<file path="src/rtl/instr_encoder.sv">
// Turns decoded instruction fields into 32-bit words and writes them to
// sequential instruction-memory addresses, one word every three cycles.
module instr_encoder (
  input  logic        clk,
  input  logic        rst,
  input  logic        in_valid,
  output logic        in_ready,
  input  logic [4:0]  mnem,
  input  logic [4:0]  rs,
  input  logic [4:0]  rt,
  input  logic [15:0] imm,
  input  logic        last,
  output logic        imem_we,
  output logic [9:0]  imem_addr,
  output logic [31:0] imem_wdata,
  output logic        err,
  output logic        done,
  output logic        full
);

  typedef enum logic [1:0] {IDLE, ENCODE, WRITE} state_t;

  state_t      state, state_nxt;
  logic [4:0]  mnem_q, rs_q, rt_q;
  logic [15:0] imm_q;
  logic        last_q;

  logic        is_shift_imm;
  logic        word_ok;
  logic [5:0]  opcode;
  logic [4:0]  shamt;
  logic [31:0] word;

  // Encoding works only from the fields captured at the transfer edge.
  always_comb begin
    is_shift_imm = (mnem_q == 5'd4) || (mnem_q == 5'd5) || (mnem_q == 5'd8);
    word_ok      = (mnem_q <= 5'd25) && !(is_shift_imm && (imm_q > 16'd31));
    opcode       = (mnem_q < 5'd10) ? 6'd0 : ({1'b0, mnem_q} - 6'd9);
    shamt        = is_shift_imm ? imm_q[4:0] : 5'd0;
    if (opcode == 6'd0)
      word = {opcode, rs_q, rt_q, shamt, 6'd0, mnem_q};
    else
      word = {opcode, rs_q, rt_q, imm_q};
  end

  always_comb begin
    state_nxt = state;
    in_ready  = (state == IDLE) && !full;
    case (state)
      IDLE:    if (in_valid && in_ready) state_nxt = ENCODE;
      ENCODE:  state_nxt = WRITE;
      WRITE:   state_nxt = IDLE;
      default: state_nxt = IDLE;
    endcase
  end

  always_ff @(posedge clk) begin
    if (rst) state <= IDLE;
    else     state <= state_nxt;
  end

  always_ff @(posedge clk) begin
    if (rst) begin
      mnem_q     <= 5'd0;
      rs_q       <= 5'd0;
      rt_q       <= 5'd0;
      imm_q      <= 16'd0;
      last_q     <= 1'b0;
      imem_we    <= 1'b0;
      imem_addr  <= 10'd0;
      imem_wdata <= 32'd0;
      err        <= 1'b0;
      done       <= 1'b0;
      full       <= 1'b0;
    end else begin
      if (in_valid && in_ready) begin
        mnem_q <= mnem;
        rs_q   <= rs;
        rt_q   <= rt;
        imm_q  <= imm;
        last_q <= last;
      end
      imem_we <= 1'b0;
      err     <= 1'b0;
      done    <= 1'b0;
      if (state == ENCODE) begin
        imem_we <= word_ok;
        err     <= !word_ok;
        done    <= word_ok && last_q;
        if (word_ok) imem_wdata <= word;
      end
      // The write pulse doubles as the "advance address" flag; no wrap at the top.
      if ((state == WRITE) && imem_we) begin
        if (imem_addr == 10'd1023) full      <= 1'b1;
        else                       imem_addr <= imem_addr + 10'd1;
      end
    end
  end

endmodule

</file>
<file path="config.mk">
export PLATFORM = sky130hd
export DESIGN_NAME = instr_encoder
export DESIGN_NICKNAME = d
export VERILOG_FILES = /design/src/rtl/instr_encoder.sv
export SDC_FILE = /design/constraint.sdc
export NUM_CORES = 1
export LEC_CHECK = 0
export BUFFER_PORTS_ARGS = -buffer_cell sky130_fd_sc_hd__buf_2
export CORE_MARGIN = 5
export CORE_UTILIZATION = 48
export CTS_BUF_LIST = sky130_fd_sc_hd__clkbuf_16
export DETAILED_ROUTE_END_ITERATION = 10
export PLACE_DENSITY_LB_ADDON = 0.3
export SLEW_MARGIN = 20
export SYNTH_ARGS = -nofsm -noshare
export SYNTH_HDL_FRONTEND = slang
export SYNTH_SLANG_ARGS = --single-unit
</file>
<file path="constraint.sdc">
create_clock -name clk -period 1.8 [get_ports clk]
set_input_delay 0.36 -clock clk [delete_from_list [all_inputs] [get_ports clk]]
set_output_delay 0.36 -clock clk [all_outputs]
set_load 0.01 [all_outputs]
</file>
# [Yosys cells after proc, flatten, opt, wreduce, memory -nomap -nowiden]
# Index checks and enable logic that the tools add are counted.
[word_totals] reg_bits=80 latchBits=0 mem_bits_rw=0 mem_bits_ro=0 inputBits=35 out_inout_bits=47 word_cells=48 mem_count=0
[classes] add_sub_neg=2 multipliers=0 n_div=0 order_cmp=3 eq_ne=7 shift=0 muxes=5 bitwise=2 n_reduce_logical=17
[op_table] op="16-bit by 5-bit greater-than comparator with 1-bit output, second input constant" n=1
[op_table] op="16-bit 2-to-1 mux" n=1
[op_table] op="10-bit by 1-bit adder with 10-bit output, second input constant" n=1
[op_table] op="10-bit == test, second input constant" n=1
[op_table] op="5-bit by 3-bit == test with 1-bit output, second input constant" n=2
[op_table] op="1-bit logical AND" n=6
[op_table] op="6-bit logical NOT" n=1
[op_table] op="6-bit 2-to-1 mux" n=1
[op_table] op="2-bit AND reduction" n=3
[op_table] op="5-bit by 4-bit subtractor with 6-bit output, second input constant" n=1
[op_table] op="5-bit by 4-bit == test with 1-bit output, second input constant" n=1
[op_table] op="5-bit less-or-equal comparator, second input constant" n=1
[op_table] op="5-bit by 4-bit < comparator with 1-bit output, second input constant" n=1
[op_table] op="5-bit 2-to-1 mux" n=1
[op_table] op="2-bit one-hot mux with 2 select lines" n=1
[op_table] op="1-bit logical NOT" n=3
[op_table] op="2-bit by 1-bit == test with 1-bit output, second input constant" n=1
[op_table] op="2-bit == test, second input constant" n=1
[op_table] op="2-bit logical NOT" n=1
[op_table] op="1-bit logical OR" n=2
[op_table] op="2-bit 2-to-1 mux" n=1
[op_table] op="2-bit by 1-bit inequality test with 1-bit output, second input constant" n=1
[op_table] op="1-bit inverter" n=2
[op_table] op="2-bit OR reduction" n=1

# [Logic depth before layout (Yosys ltp)]
[logic_depth] word_depth=7 depth_mapped=9 ltp_nobuf=7

# [Least setup slack after synthesis]
# Ideal clock, no wire load.
[synth_path] path_type="register to register" from="register mnem_q[0]" to="register imem_wdata[1]" setup_ns=0.079 arrival_ns=1.839 t_required_ns=1.721 setup_slack_ns=-0.118 stages_incl_launch_ff=9 cell_sequence="dfxtp_1 -> inv_1 -> ha_1 -> nand3_1 -> a21oi_1 -> o32ai_4 -> buf_2 -> o21ai_0 -> a211oi_2"
[synth_between] elab_chain_len=7 elab_cells_between_ends=15 cone_classes="add/sub: 1; order compare: 2; eq/ne: 3; mux: 2; reduce/logical: 7"
[synth_lines] element="start: declaration" line_no="24" rtl="logic [4:0] mnem_q, rs_q, rt_q;"
[synth_lines] element="start signal: assignment" line_no="77" rtl="mnem_q <= mnem;"
[synth_lines] element="parallel branches: the longest is 7 deep, another holds 5-bit by 4-bit subtractor with 6-bit output"
[synth_lines] element="end signal: assignment" line_no="90" rtl="if (word_ok) imem_wdata <= word;"
[synth_lines] element="end: declaration" line_no="15" rtl="output logic [31:0] imem_wdata,"
# Several ways; the timed one is not identified.
# A chain may end at the register's enable or synchronous reset.

# [Worst setup path in the final report]
[layout_path] from="register mnem_q[0]" to="register imem_wdata[8]"
# The elaborated chain is that of the path after synthesis.

==> metrics <==
vias in the first global route 3075; gr usage total 0.208; Die H 93.7 um; Antenna Nets Post-Route 0; status finished with violations; number of synthesized register bits 80; largest net degree at the start of global routing 54; Max Slew Vio Count 0; most frequent cells in the layout nand2_1 (100), buf_2 (81), dfxtp_1 (77), a21oi_1 (52), buf_4 (33); number of flops mapped to enable cells by yosys 0; Hold Crit Class input port to flip-flop; Multi-input gate area 1750 um2; Max FO, Critical Path 7; final wirelength 9.10 mm; vias per cell 5.19; gpl congestion 0.845; initial antenna violation count 1; clk_skew 0.00550 ns; Peak VDD IR 626 uV; Max-cap violations 0; Placed Instance Area 4040 um2; switching share of power 0.237; hold_ws 0.260 ns; mean cell area of the mapped netlist 8.45 um2; clock-pin slew on the worst setup and hold paths 0.06 ns; Final Hold Viols 0; Slew HR 0.718; most frequent CP cell buf_4; failing checks negative setup slack; DP HPWL 5.92 mm; worst-skew pair later-pin latency 0.34 ns; worst path cell trace buf_4 > or4_4 > and3_4 > buf_4 > o211ai_1 > a21oi_2; RSZ-0062 raised after global routing true; DP Cell Count 582; DRT Pass-1 Iters 4; worst-case clock buffer depth 2; Top FF cell, synth dfxtp_1; critical path's largest stage delay 0.55 ns; DR iter-0 viols 160; Die ar. 8780 um2; setup ws final -0.0989 ns; layout cells sized above 1 0.363; Ant. Diodes 0; synth warn 0; PwrDens 1020 nW/um2; post-synthesis cell area 3360 um2; Slew @ Worst Pin 0.423 ns; Mapped Cells 398; via count 3156; P&R area growth vs syn 38.8%; commonest non-fill, non-tap cell in the layout nand2_1; CP required 2.02 ns; crit share post-route 1.05; Layout Cells excl Fill 608; Clock Sinks 80; Critical Path Sink Type flip-flop; Net Sw Power 1130 uW; combinational fraction of design power 0.136; sequential area share after synthesis 0.476; Fill cells 538; Die W 93.7 um; Starting Density 0.495; Pleak 0.00193 uW; crit path DAT 2.12 ns; Achievable Freq 0.527 GHz; H-tree levels 3; layout net count 546; root buf cell clkbuf_16; sequential share of power 0.399; critical path's slowest cell or4_4; Worst setup SP type flip-flop; Setup CP Type flip-flop to flip-flop; global route overflow 0; # DRC 0; design area 4670 um2; IO Port Bufs 81; Synth Net Count 437; dpl ws -0.119 ns; post-synthesis cell type count 45; first-pass GRT wire length 14.5 mm; TritonCTS buffer count 9; Core Region 6790 um2; Ports 82; Final Critical Period 1.90 ns; CTS tree yes; Core Rows 30; hold buffers post-CTS 0; Final setup viols 23; Reg area 1610 um2; routed len/inst 15.0 um; ys async rst share 0; Internal 3640 uW; clock power share 0.465
-- cell families (layout without fill, tap and decap cells) --
group | Yosys count | count (layout) | share of synthesized area
xor gates and xnor gates | 9 | 9 | 0.0234
muxes | 3 | 3 | 0.0104
and+or+nand+nor | 173 | 174 | 0.227
buffers and inverters | 31 | 144 | 0.0499
DFF | 80 | 80 | 0.476
adders and majority gates | 4 | 4 | 0.0149
AOI/OAI and AO/OA | 98 | 98 | 0.198
-- per-layer routing --
layer	share of wire	vias to the layer above	global-route usage
met1	0.42	1465	0.257
met3	0.060	12	0.0569
met4	0.016	2	0.0794
li1	-	1580	-
met5	0.0012	-	0
met2	0.50	97	0.345
-- worst max-delay path: cells and delay by family (launching register included) --
family,cells,cell delay (ns)
DFF,1,0.37
and+or+nand+nor,2,0.77
buffers and inverters,2,0.32
AOI/OAI and AO/OA,2,0.31
-- worst paths after layout --
path / startpoint / endpoint / slack, ns / cells after the start
min: imm[5] / imm_q[5] / 0.26 / 3
min reg2reg: imem_wdata[30] / imem_wdata[30] / 0.45 / 2
max: mnem_q[0] / imem_wdata[8] / -0.1 / 6
max reg2reg: mnem_q[0] / imem_wdata[8] / -0.1 / 6
-- metrics by stage --
| stage | utilization | setup TNS (ns) | total power (uW) |
|---|---|---|---|
| after floorplan | - | 0 | 2270 |
| after global placement | 0.595 | -0.288 | 2470 |
| after detailed placement | 0.595 | -1.03 | 2480 |
| after CTS | 0.667 | -0.439 | 4730 |
| after global routing | 0.687 | -3.35 | 4970 |
| final | 0.687 | -1.15 | 4780 |
-- flip-flops by register name (all words and copies together), names as in the netlist --
name / cells
imem_wdata: 32
imm_q: 16
imem_addr: 10
mnem_q: 5
rs_q: 5
rt_q: 5
state: 2
done: 1
err: 1
full: 1
imem_we: 1
last_q: 1
-- cells in the mapped netlist, types with 2 or more instances --
cell	instances	area share
o21ai_0	7	0.010
clkbuf_1	17	0.019
nand3b_1	3	0.0067
mux2i_1	2	0.0060
o31a_1	3	0.0078
or3_1	2	0.0037
buf_2	5	0.0074
nor4_1	2	0.0037
nor3_1	5	0.0074
nand3_1	10	0.015
o211ai_1	7	0.016
a21oi_1	59	0.088
buf_6	6	0.020
and2_1	2	0.0037
a311oi_2	5	0.022
dfxtp_1	80	0.48
nor2b_1	4	0.0074
inv_1	3	0.0033
a211oi_1	2	0.0045
nand2b_1	2	0.0037
ha_1	4	0.015
o21ai_1	2	0.0030
and3_1	2	0.0037
and4_1	2	0.0052
nand2_1	105	0.12
xor2_1	8	0.021
a31oi_1	2	0.0037
nand4_1	3	0.0056
nor3b_2	2	0.0074
nor2_1	26	0.029
a211oi_2	2	0.0074
-- power groups by stage --
| stage | combinational, uW | sequential [uW] | clock, uW |
|---|---|---|---|
| floorplan | 338 | 1930 | 0 |
| global placement | 535 | 1940 | 0 |
| detailed placement | 545 | 1940 | 0 |
| CTS | 587 | 1900 | 2240 |
| global route | 700 | 1920 | 2350 |
| finish | 648 | 1910 | 2220 |
-- what timing repair did --
action | 4_1_cts | 5_1_grt
pin swaps | 6 | 22
cloned | 0 | 1
resized for setup | 17 | 28
setup buffers | 5 | 4
endpoints found under the setup margin | 21 | 32
-- area by class of cell --
cell class | count | area share
inverter | 3 | 0.00456
clock buffer | 9 | 0.0483
timing repair buffer | 125 | 0.172
clock inverter | 7 | 0.0306
multi-input combinational | 288 | 0.374
sequential | 80 | 0.345
tap | 96 | 0.0257
Power figures use the tool's default switching activity.
